`config.mk`:
```
export PLATFORM = sky130hd
export DESIGN_NAME = sap_prog_loader
export DESIGN_NICKNAME = d
export VERILOG_FILES = /design/src/rtl/sap_pkg.sv /design/src/rtl/sap_byte_assembler.sv /design/src/rtl/sap_prog_loader.sv
export SDC_FILE = /design/constraint.sdc
export NUM_CORES = 1
export LEC_CHECK = 0
export CELL_PAD_IN_SITES_DETAIL_PLACEMENT = 0
export CELL_PAD_IN_SITES_GLOBAL_PLACEMENT = 2
export CORE_ASPECT_RATIO = 1.25
export CORE_UTILIZATION = 36
export CTS_CLUSTER_SIZE = 14
export DETAILED_ROUTE_END_ITERATION = 8
export PLACE_DENSITY_LB_ADDON = 0.1
export SETUP_SLACK_MARGIN = 0.1
export SLEW_MARGIN = 0
export SYNTH_ARGS = -nofsm -noshare
export SYNTH_HDL_FRONTEND = slang
export SYNTH_SLANG_ARGS = --single-unit
```
`constraint.sdc`:
```
create_clock -name clk -period 3.8 [get_ports clk]
set_input_delay 0.95 -clock clk [delete_from_list [all_inputs] [get_ports clk]]
set_output_delay 0.95 -clock clk [all_outputs]
set_load 0.01 [all_outputs]
```
`src/rtl/sap_pkg.sv`:
```
// Shared definitions for the SAP boot-time program loader: state encoding
// and field byte-count helpers.
package sap_pkg;

    typedef enum logic [2:0] {
        S_IDLE, S_CLEAR, S_HDR_A, S_HDR_N, S_DATA, S_DONE, S_ERR
    } load_state_t;

    function automatic int addr_bytes(input int addr_w);
        return (addr_w + 7) / 8;
    endfunction

    function automatic int word_bytes(input int data_w);
        return data_w / 8;
    endfunction

    localparam int DATA_W_DEF = 16;
    localparam int ADDR_W_DEF = 8;
    localparam int AB = addr_bytes(ADDR_W_DEF);
    localparam int WB = word_bytes(DATA_W_DEF);

endpackage

```
`src/rtl/sap_byte_assembler.sv`:
```
// Packs NBYTES stream bytes MSB-first into one word; word/word_valid are
// combinational so the caller sees the full value on the last byte's cycle.
module sap_byte_assembler #(
    parameter int NBYTES = 2
) (
    input  logic                  clk,
    input  logic                  rst,
    input  logic                  clr,
    input  logic                  en,
    input  logic [7:0]            byte_in,
    output logic [NBYTES*8-1:0]   word,
    output logic                  word_valid
);
    localparam int CW = $clog2(NBYTES + 1);

    logic [NBYTES*8-1:0] sh;
    logic [CW-1:0]       cnt;
    logic [NBYTES*8+7:0] cat;

    assign cat        = {sh, byte_in};
    assign word       = cat[NBYTES*8-1:0];
    assign word_valid = en && (cnt == CW'(NBYTES - 1));

    always_ff @(posedge clk or posedge rst) begin
        if (rst) begin
            sh  <= '0;
            cnt <= '0;
        end else if (clr) begin
            cnt <= '0;
        end else if (en) begin
            sh  <= word;
            cnt <= word_valid ? '0 : cnt + CW'(1);
        end
    end

endmodule

```
`src/rtl/sap_prog_loader.sv`:
```
// Boot loader: optional RAM zero-fill, then a framed byte stream
// (start, count, words) written into RAM while the CPU is held in reset.
module sap_prog_loader
    import sap_pkg::*;
#(
    parameter int DATA_W   = 16,
    parameter int ADDR_W   = 8,
    parameter bit CLEAR_EN = 1'b1
) (
    input  logic              clk,
    input  logic              rst,
    input  logic              load_req,
    input  logic [7:0]        rx_data,
    input  logic              rx_valid,
    output logic              rx_ready,
    output logic              mem_we,
    output logic [ADDR_W-1:0] mem_addr,
    output logic [DATA_W-1:0] mem_wdata,
    output logic              cpu_rst,
    output logic              busy,
    output logic              done,
    output logic              err
);
    localparam int NAB   = addr_bytes(ADDR_W);
    localparam int NWB   = word_bytes(DATA_W);
    localparam int NW    = (NAB + 1) * 8;
    localparam int DEPTH = 2 ** ADDR_W;

    load_state_t       state;
    logic [ADDR_W-1:0] start, ptr;
    logic [ADDR_W:0]   remaining;

    logic              take, en_a, en_n, en_d, clr_asm;
    logic [NAB*8-1:0]  a_word;
    logic [NW-1:0]     n_word;
    logic [DATA_W-1:0] d_word;
    logic              a_vld, n_vld, d_vld;
    logic [NW:0]       end_sum;
    logic              too_big;

    assign take    = rx_valid && rx_ready;
    assign en_a    = take && (state == S_HDR_A);
    assign en_n    = take && (state == S_HDR_N);
    assign en_d    = take && (state == S_DATA);
    assign clr_asm = (state == S_IDLE) && load_req;

    sap_byte_assembler #(.NBYTES(NAB)) u_addr (
        .clk(clk), .rst(rst), .clr(clr_asm), .en(en_a), .byte_in(rx_data),
        .word(a_word), .word_valid(a_vld));

    sap_byte_assembler #(.NBYTES(NAB + 1)) u_cnt (
        .clk(clk), .rst(rst), .clr(clr_asm), .en(en_n), .byte_in(rx_data),
        .word(n_word), .word_valid(n_vld));

    sap_byte_assembler #(.NBYTES(NWB)) u_data (
        .clk(clk), .rst(rst), .clr(clr_asm), .en(en_d), .byte_in(rx_data),
        .word(d_word), .word_valid(d_vld));

    // Widened so start+N cannot wrap and the range check stays exact.
    assign end_sum = (NW+1)'(start) + (NW+1)'(n_word);
    assign too_big = end_sum > (NW+1)'(DEPTH);

    always_ff @(posedge clk or posedge rst) begin
        if (rst) begin
            state     <= S_IDLE;
            cpu_rst   <= 1'b1;
            rx_ready  <= 1'b0;
            mem_we    <= 1'b0;
            mem_addr  <= '0;
            mem_wdata <= '0;
            busy      <= 1'b0;
            done      <= 1'b0;
            err       <= 1'b0;
            start     <= '0;
            ptr       <= '0;
            remaining <= '0;
        end else begin
            case (state)
                S_IDLE: if (load_req) begin
                    busy    <= 1'b1;
                    cpu_rst <= 1'b1;
                    done    <= 1'b0;
                    err     <= 1'b0;
                    if (CLEAR_EN) begin
                        state     <= S_CLEAR;
                        mem_we    <= 1'b1;
                        mem_addr  <= '0;
                        mem_wdata <= '0;
                    end else begin
                        state    <= S_HDR_A;
                        rx_ready <= 1'b1;
                    end
                end
                S_CLEAR: begin
                    if (&mem_addr) begin
                        mem_we   <= 1'b0;
                        rx_ready <= 1'b1;
                        state    <= S_HDR_A;
                    end else begin
                        mem_addr <= mem_addr + ADDR_W'(1);
                    end
                end
                S_HDR_A: if (a_vld) begin
                    start <= a_word[ADDR_W-1:0];
                    state <= S_HDR_N;
                end
                S_HDR_N: if (n_vld) begin
                    if (too_big) begin
                        rx_ready <= 1'b0;
                        state    <= S_ERR;
                    end else if (n_word == '0) begin
                        rx_ready <= 1'b0;
                        state    <= S_DONE;
                    end else begin
                        ptr       <= start;
                        remaining <= n_word[ADDR_W:0];
                        state     <= S_DATA;
                    end
                end
                S_DATA: begin
                    // mem_we high marks the write cycle that follows the last byte of a word.
                    if (mem_we) begin
                        mem_we    <= 1'b0;
                        ptr       <= ptr + ADDR_W'(1);
                        remaining <= remaining - (ADDR_W+1)'(1);
                        if (remaining == (ADDR_W+1)'(1)) state <= S_DONE;
                        else rx_ready <= 1'b1;
                    end else if (d_vld) begin
                        mem_we    <= 1'b1;
                        mem_addr  <= ptr;
                        mem_wdata <= d_word;
                        rx_ready  <= 1'b0;
                    end
                end
                S_DONE: begin
                    done    <= 1'b1;
                    busy    <= 1'b0;
                    cpu_rst <= 1'b0;
                    state   <= S_IDLE;
                end
                S_ERR: begin
                    err   <= 1'b1;
                    busy  <= 1'b0;
                    state <= S_IDLE;
                end
                default: state <= S_IDLE;
            endcase
        end
    end

endmodule

```
# --- Word-level counts from Yosys, hierarchy flattened ---
# Index checks and enable logic that the tools add are counted.
op_classes:
  addsub: 7
  mux: 55
  bitwise: 2
  reduce_logical: 34
  n_eq_ne: 23
  order_cmp: 1
ops:
  columns: ["operator", "n"]
  rows:
  - ["$mux W8", 8]
  - ["$mux W16", 3]
  - ["$mux W9", 4]
  - ["$pmux W16 S2", 1]
  - ["$pmux W8 S3", 1]
  - ["$mux W3", 6]
  - ["$pmux W9 S2", 1]
  - ["$add A8 B16 Y17", 1]
  - ["$gt A17 B9 Y1 const B", 1]
  - ["$add A8 B1 Y8 const B", 2]
  - ["$logic_not A16 Y1", 1]
  - ["$mux W1", 16]
  - ["$pmux W8 S2", 1]
  - ["$reduce_bool A2 Y1", 8]
  - ["$pmux W3 S5", 1]
  - ["$mux W2", 7]
  - ["$ne A2 B2 Y1 const B", 7]
  - ["$reduce_and A2 Y1", 6]
  - ["$reduce_and A6 Y1", 2]
  - ["$reduce_and A5 Y1", 2]
  - ["$eq A3 B3 Y1 const B", 3]
  - ["$eq A9 B1 Y1 const B", 1]
  - ["$sub A9 B1 Y9 const B", 1]
  - ["$logic_and A1 B1 Y1", 8]
  - ["other kinds (17)", 30]
totals:
  out_inout_bits: 30
  wordCells: 139
  ff_bits: 79

# --- Depth between registers and ports, before layout ---
logic_depth:
  ltp_word: 6
  ltp_mapped: 11

# --- Cells and area by module ---
# Synthesis repeated with hierarchy kept, for this count alone.
hier_totals:
  cells_unflattened: 457
  area_unflattened_um2: 4598.2
modules_own_cells:
  columns: ["module", "instances", "area_each_um2", "cells_per_inst", "seq_area_each_um2"]
  rows:
  - ["sap_prog_loader", 1, 3512.1, 377, 1452.6]
  - ["sap_byte_assembler at u_cnt ...", 2, 488.0, 34, 250.2]
  - ["sap_byte_assembler at u_addr", 1, 110.1, 12, 25.0]

# --- Worst setup path before layout ---
# OpenSTA, ideal clock, no wires.
synth_timing:
  path_type: "input -> register"
  startpoint: "in rx_data[0]"
  endpoint: "reg remaining[0]"
  arrival_ns: 3.294
  setup_time_ns: 0.123
  path_stages: 10
  setup_slack_ns: 0.383
  t_required_ns: 3.677
  cell_sequence: "ha_1 -> fa_1 -> a211oi_1 -> o211ai_1 -> a21o_1 -> a221o_1 -> nor4_4 -> and3_2 -> a31oi_1 -> o221a_1"
synth_between:
  elab_chain_cells: 4
  elab_cells_between_ends: 10
synth_lines:
  columns: ["item", "line_no", "text"]
  rows:
  - ["start: declaration", "sap_prog_loader.sv:13", "input logic [7:0] rx_data,"]
  - ["$add A8 B16 Y17 / $mux W9 (equally long branches)", "sap_prog_loader.sv:60, sap_prog_loader.sv:111", null]
  - ["$gt A17 B9 Y1 / $mux W9 (equally long branches)", "sap_prog_loader.sv:61, sap_prog_loader.sv:108", null]
  - ["$ne A2 B2 Y1 (no source line) / $mux W9 (equally long branches)", null, null]
  - ["$reduce_and A5 Y1 (no source line) / $pmux W9 S2 (equally long branches)", null, null]
  - ["end signal: assignment", "sap_prog_loader.sv:116", "remaining <= n_word[ADDR_W:0];"]
  - ["end signal: assignment", "sap_prog_loader.sv:125", "remaining <= remaining - (ADDR_W+1)'(1);"]
  - ["end: declaration", "sap_prog_loader.sv:31", "logic [ADDR_W:0] remaining;"]
# Several ways; a longest one is shown, not always the timed one. The select of a mux whose other input is x is not followed.
# A chain may end at the register's enable or synchronous reset.

# --- Final worst setup path ---
layout_timing:
  startpoint: "in rx_data[2]"
  endpoint: "reg remaining[0]"
layout_between:
  elab_chain_cells: 4
  elab_cells_between_ends: 6
layout_lines:
  columns: ["item", "line_no", "text"]
  rows:
  - ["$add A8 B16 Y17", "sap_prog_loader.sv:60", "assign end_sum = (NW+1)'(start) + (NW+1)'(n_word);"]
  - ["$gt A17 B9 Y1", "sap_prog_loader.sv:61", "assign too_big = end_sum > (NW+1)'(DEPTH);"]
  - ["$ne A2 B2 Y1 (no source line)", null, null]
  - ["$reduce_and A5 Y1 (no source line) *", null, null]
# Every way passes the cells marked *; elsewhere a longest branch is shown, timed or not.

==> flow_summary_export.csv <==
group,metric,value,unit
synthesis,synthCells,467,
route,drt_iter0_markers,148,
power,power_density,858,nW/um^2
clock_network,cts.sinks,79,
final_layout,final_nets,559,
critical_path,cp-end-kind,"flip-flop",
global_route,globalRouteOverflowTotal,0,
sta,max_clock_freq,282,MHz
final_layout,antenna-diode-count,0,
route,vias_per_cell,5.48,
synthesis,synthArstFlopShare,100,%
synthesis,syn_area,4400,um^2
worst_hold_path,hold_path.class,"reg2reg",
synthesis,synth_nets,492,
floorplan,dieWidth,101,um
clock_network,ctsHoldBuffers,0,
placed_design,io_buffers,41,
floorplan,floorplan.rows,44,
sta,rsz0062_at_grt,"false",
placed_design,hpwl,9180,um
critical_path,critPathLaunchType,"primary input",
sta,worst_pin_slew,852,ps
route,num_vias,3835,
synthesis,ys_types,68,
global_route,grt_pass1_wl,20300,um
global_route,grt_max_degree,30,
route,drc,0,
power,peakVddDrop,377,uV
clock_network,clkTransAtPathRegs,70,ps
synthesis,synth-seq-cells,79,
route,wl,12400,um
floorplan,num_io_pins,42,
final_layout,final_layout_size_suffix_gt1_share,18.4,%
final_layout,fill_cells,1195,
clock_network,tritoncts,"yes",
synthesis,yosysSeqAreaShare,45.0,%
clock_network,cts_root_buffer,"clkbuf_16",
final_layout,area_growth,27.4,%
critical_path,worstPathArrival,3770,ps
clock_network,cts_inserted_buffers,9,
sta,min_period_over_period,93.3,%
synthesis,ys_warn_count,0,
floorplan,start_util,37.3,%
global_route,grt_usage,20.8,%
sta,maxSlewHeadroom,43.2,%
global_route,grt_pass1_vias,3771,
clock_network,cts-htree-levels,3,
outcome,outcome,"finished, final reports clean",
synthesis,synth_flop_cell,"dfrtp_1",
sta,skew,9.06,ps
critical_path,crit_fanout,5,
critical_path,required,4020,ps
synthesis,synth_area_per_cell,9.41,um^2
floorplan,dieArea,12700,um^2
critical_path,setup.worst_path.class,"in2reg",
sta,slew_violations,0,
floorplan,core,11800,um^2
synthesis,synth-edff-count,0,
power,leakage,0.00235,uW
sta,post-route-min-period,3540,ps
clock_network,cts_buffer_depth,2,
sta,setup_viol,0,
sta,fin_hold_ws,491,ps
clock_network,clock_latency,340,ps
global_route,grt_antenna_before_repair,0,
sta,hold_viol_final,0,
placed_design,routabilityCongestion,0.858,
final_layout,utilization,47.5,%
route,firstDrtPassIters,4,
floorplan,die_h,126,um
route,ant_nets,0,
job,maxCapViolations,0,
route,wire_per_inst,17.7,um
## power breakdown
part	internal, uW	leakage, uW	switching, uW
registers	1220	0.000996	463
clock network	581	0.000150	366
logic	1080	0.00120	1090
total	2880	0.00235	1920
## routing by layer
metal / vias to the layer above / share of wire (%) / global-route usage (%)
met5: - / 0 / 0
met4: 0 / 1.6 / 6.82
met3: 13 / 2.2 / 2.91
met2: 56 / 50 / 36.0
met1: 1889 / 46 / 26.6
li1: 1877 / - / -
## metrics by stage
| stage | TNS [ps] | instance area, um^2 | total power [uW] | cells | worst slack, ps |
|---|---|---|---|---|---|
| 4_1_cts | 0 | 5560 | 4780 | 699 | 111 |
| 2_1_floorplan | 0 | 4400 | 2950 | 467 | 383 |
| 3_3_place_gp | -5090 | 5220 | 3770 | 683 | -316 |
| 6_report | 0 | 5600 | 4800 | 700 | 255 |
| 3_5_place_dp | -6710 | 5220 | 3800 | 683 | -400 |
| 5_1_grt | 0 | 5600 | 5170 | 700 | 104 |
## cell families after synthesis
family,count (synthesis),share of synthesized area (%)
simple gates,149,16.5
xor+xnor,4,0.797
buf+inv,36,3.36
mux,24,6.09
flops,79,45.0
compound gates,162,24.4
fa+ha+maj,13,3.87
## cell type report
type	count	area (um^2)	area share, %
Multi-Input combinational cell	352	2320	41.5
Clock buffer	10	229	4.09
Inverter	12	46.3	0.827
Clock inverter	6	92.6	1.65
Timing Repair Buffer	80	729	13.0
Tap cell	161	201	3.60
Sequential cell	79	1980	35.3
## path summary, 6_finish.rpt
| check | startpoint | cells after the start | to | slack, ps |
|---|---|---|---|---|
| max in group asynchronous | rst | 3 | cpu_rst | 2120 |
| min reg2reg | u_data.sh[7] | 1 | mem_wdata[15] | 490 |
| min in group asynchronous | rst | 2 | u_data.cnt[0] | 930 |
| max | rx_data[2] | 10 | remaining[0] | 260 |
| min | u_data.sh[7] | 1 | mem_wdata[15] | 490 |
| max reg2reg | start[0] | 10 | remaining[0] | 690 |
## placed cells by master (no fill, tap or decap), drive strengths merged, types with 3 or more instances in the layout
master / count
nor4: 6
mux2: 22
o211ai: 3
and3: 8
a22o: 18
a32oi: 3
dfrtp: 78
clkbuf: 10
xor2: 3
a31oi: 5
ha: 12
a21o: 3
nand4: 6
inv: 13
buf: 39
o21a: 3
nor2b: 6
a21oi: 43
nand2b: 5
nand3: 17
nor2: 37
nor3: 9
o21ai: 45
a31o: 3
o31a: 3
nand2: 44
o22ai: 6
clkdlybuf4s50: 39
or2: 4
and2: 3
## synth_stat cells, drive strengths merged, types with 2 or more instances
cell type	instances	area, um^2
a211o	2	17.5
inv	12	45.0
a21o	3	22.5
nor2b	6	37.5
a31oi	5	31.3
o211ai	3	22.5
nand2	44	165
a211oi	2	20.0
o31a	3	26.3
a2111oi	2	17.5
nor2	37	139
o21a	3	22.5
a31o	3	26.3
a22o	18	158
xor2	3	26.3
buf	5	28.8
a21oi	43	215
nor3	9	50.1
and3	8	51.3
and2	3	18.8
nand3	17	85.1
nor4	6	52.6
mux2	22	248
nand2b	5	31.3
mux2i	2	20.0
o311a	2	20.0
dfrtp	78	1950
o21ai	45	225
o22ai	6	37.5
a32oi	3	33.8
clkbuf	19	73.8
nand4	6	37.5
ha	12	150
or2	4	25.0
o32ai	2	17.5
## critical path: stages
cell             delay [ps]
clkdlybuf4s50_1         490
ha_2                    320
o21a_1                  200
a211o_1                 350
o2111a_1                250
a221o_1                 290
nor4_4                  310
and3_2                  270
a31oi_1                  90
o221a_1                 230
## state kept, by name, indices dropped and copies added, names as in the netlist, 2 cells and up
register / cells
u_data.sh: 8
mem_addr: 8
remaining: 9
mem_wdata: 16
ptr: 8
u_cnt.sh: 8
u_cnt.cnt: 2
start: 8
u_data.cnt: 2
state: 3
## timing repair
item | CTS | global route
pin swaps | 1 | 3
setup endpoints to repair | 18 | 20
buffers inserted | 0 | 1
gates resized for setup | 6 | 7
Note: power is estimated with default switching activity, not from simulation.
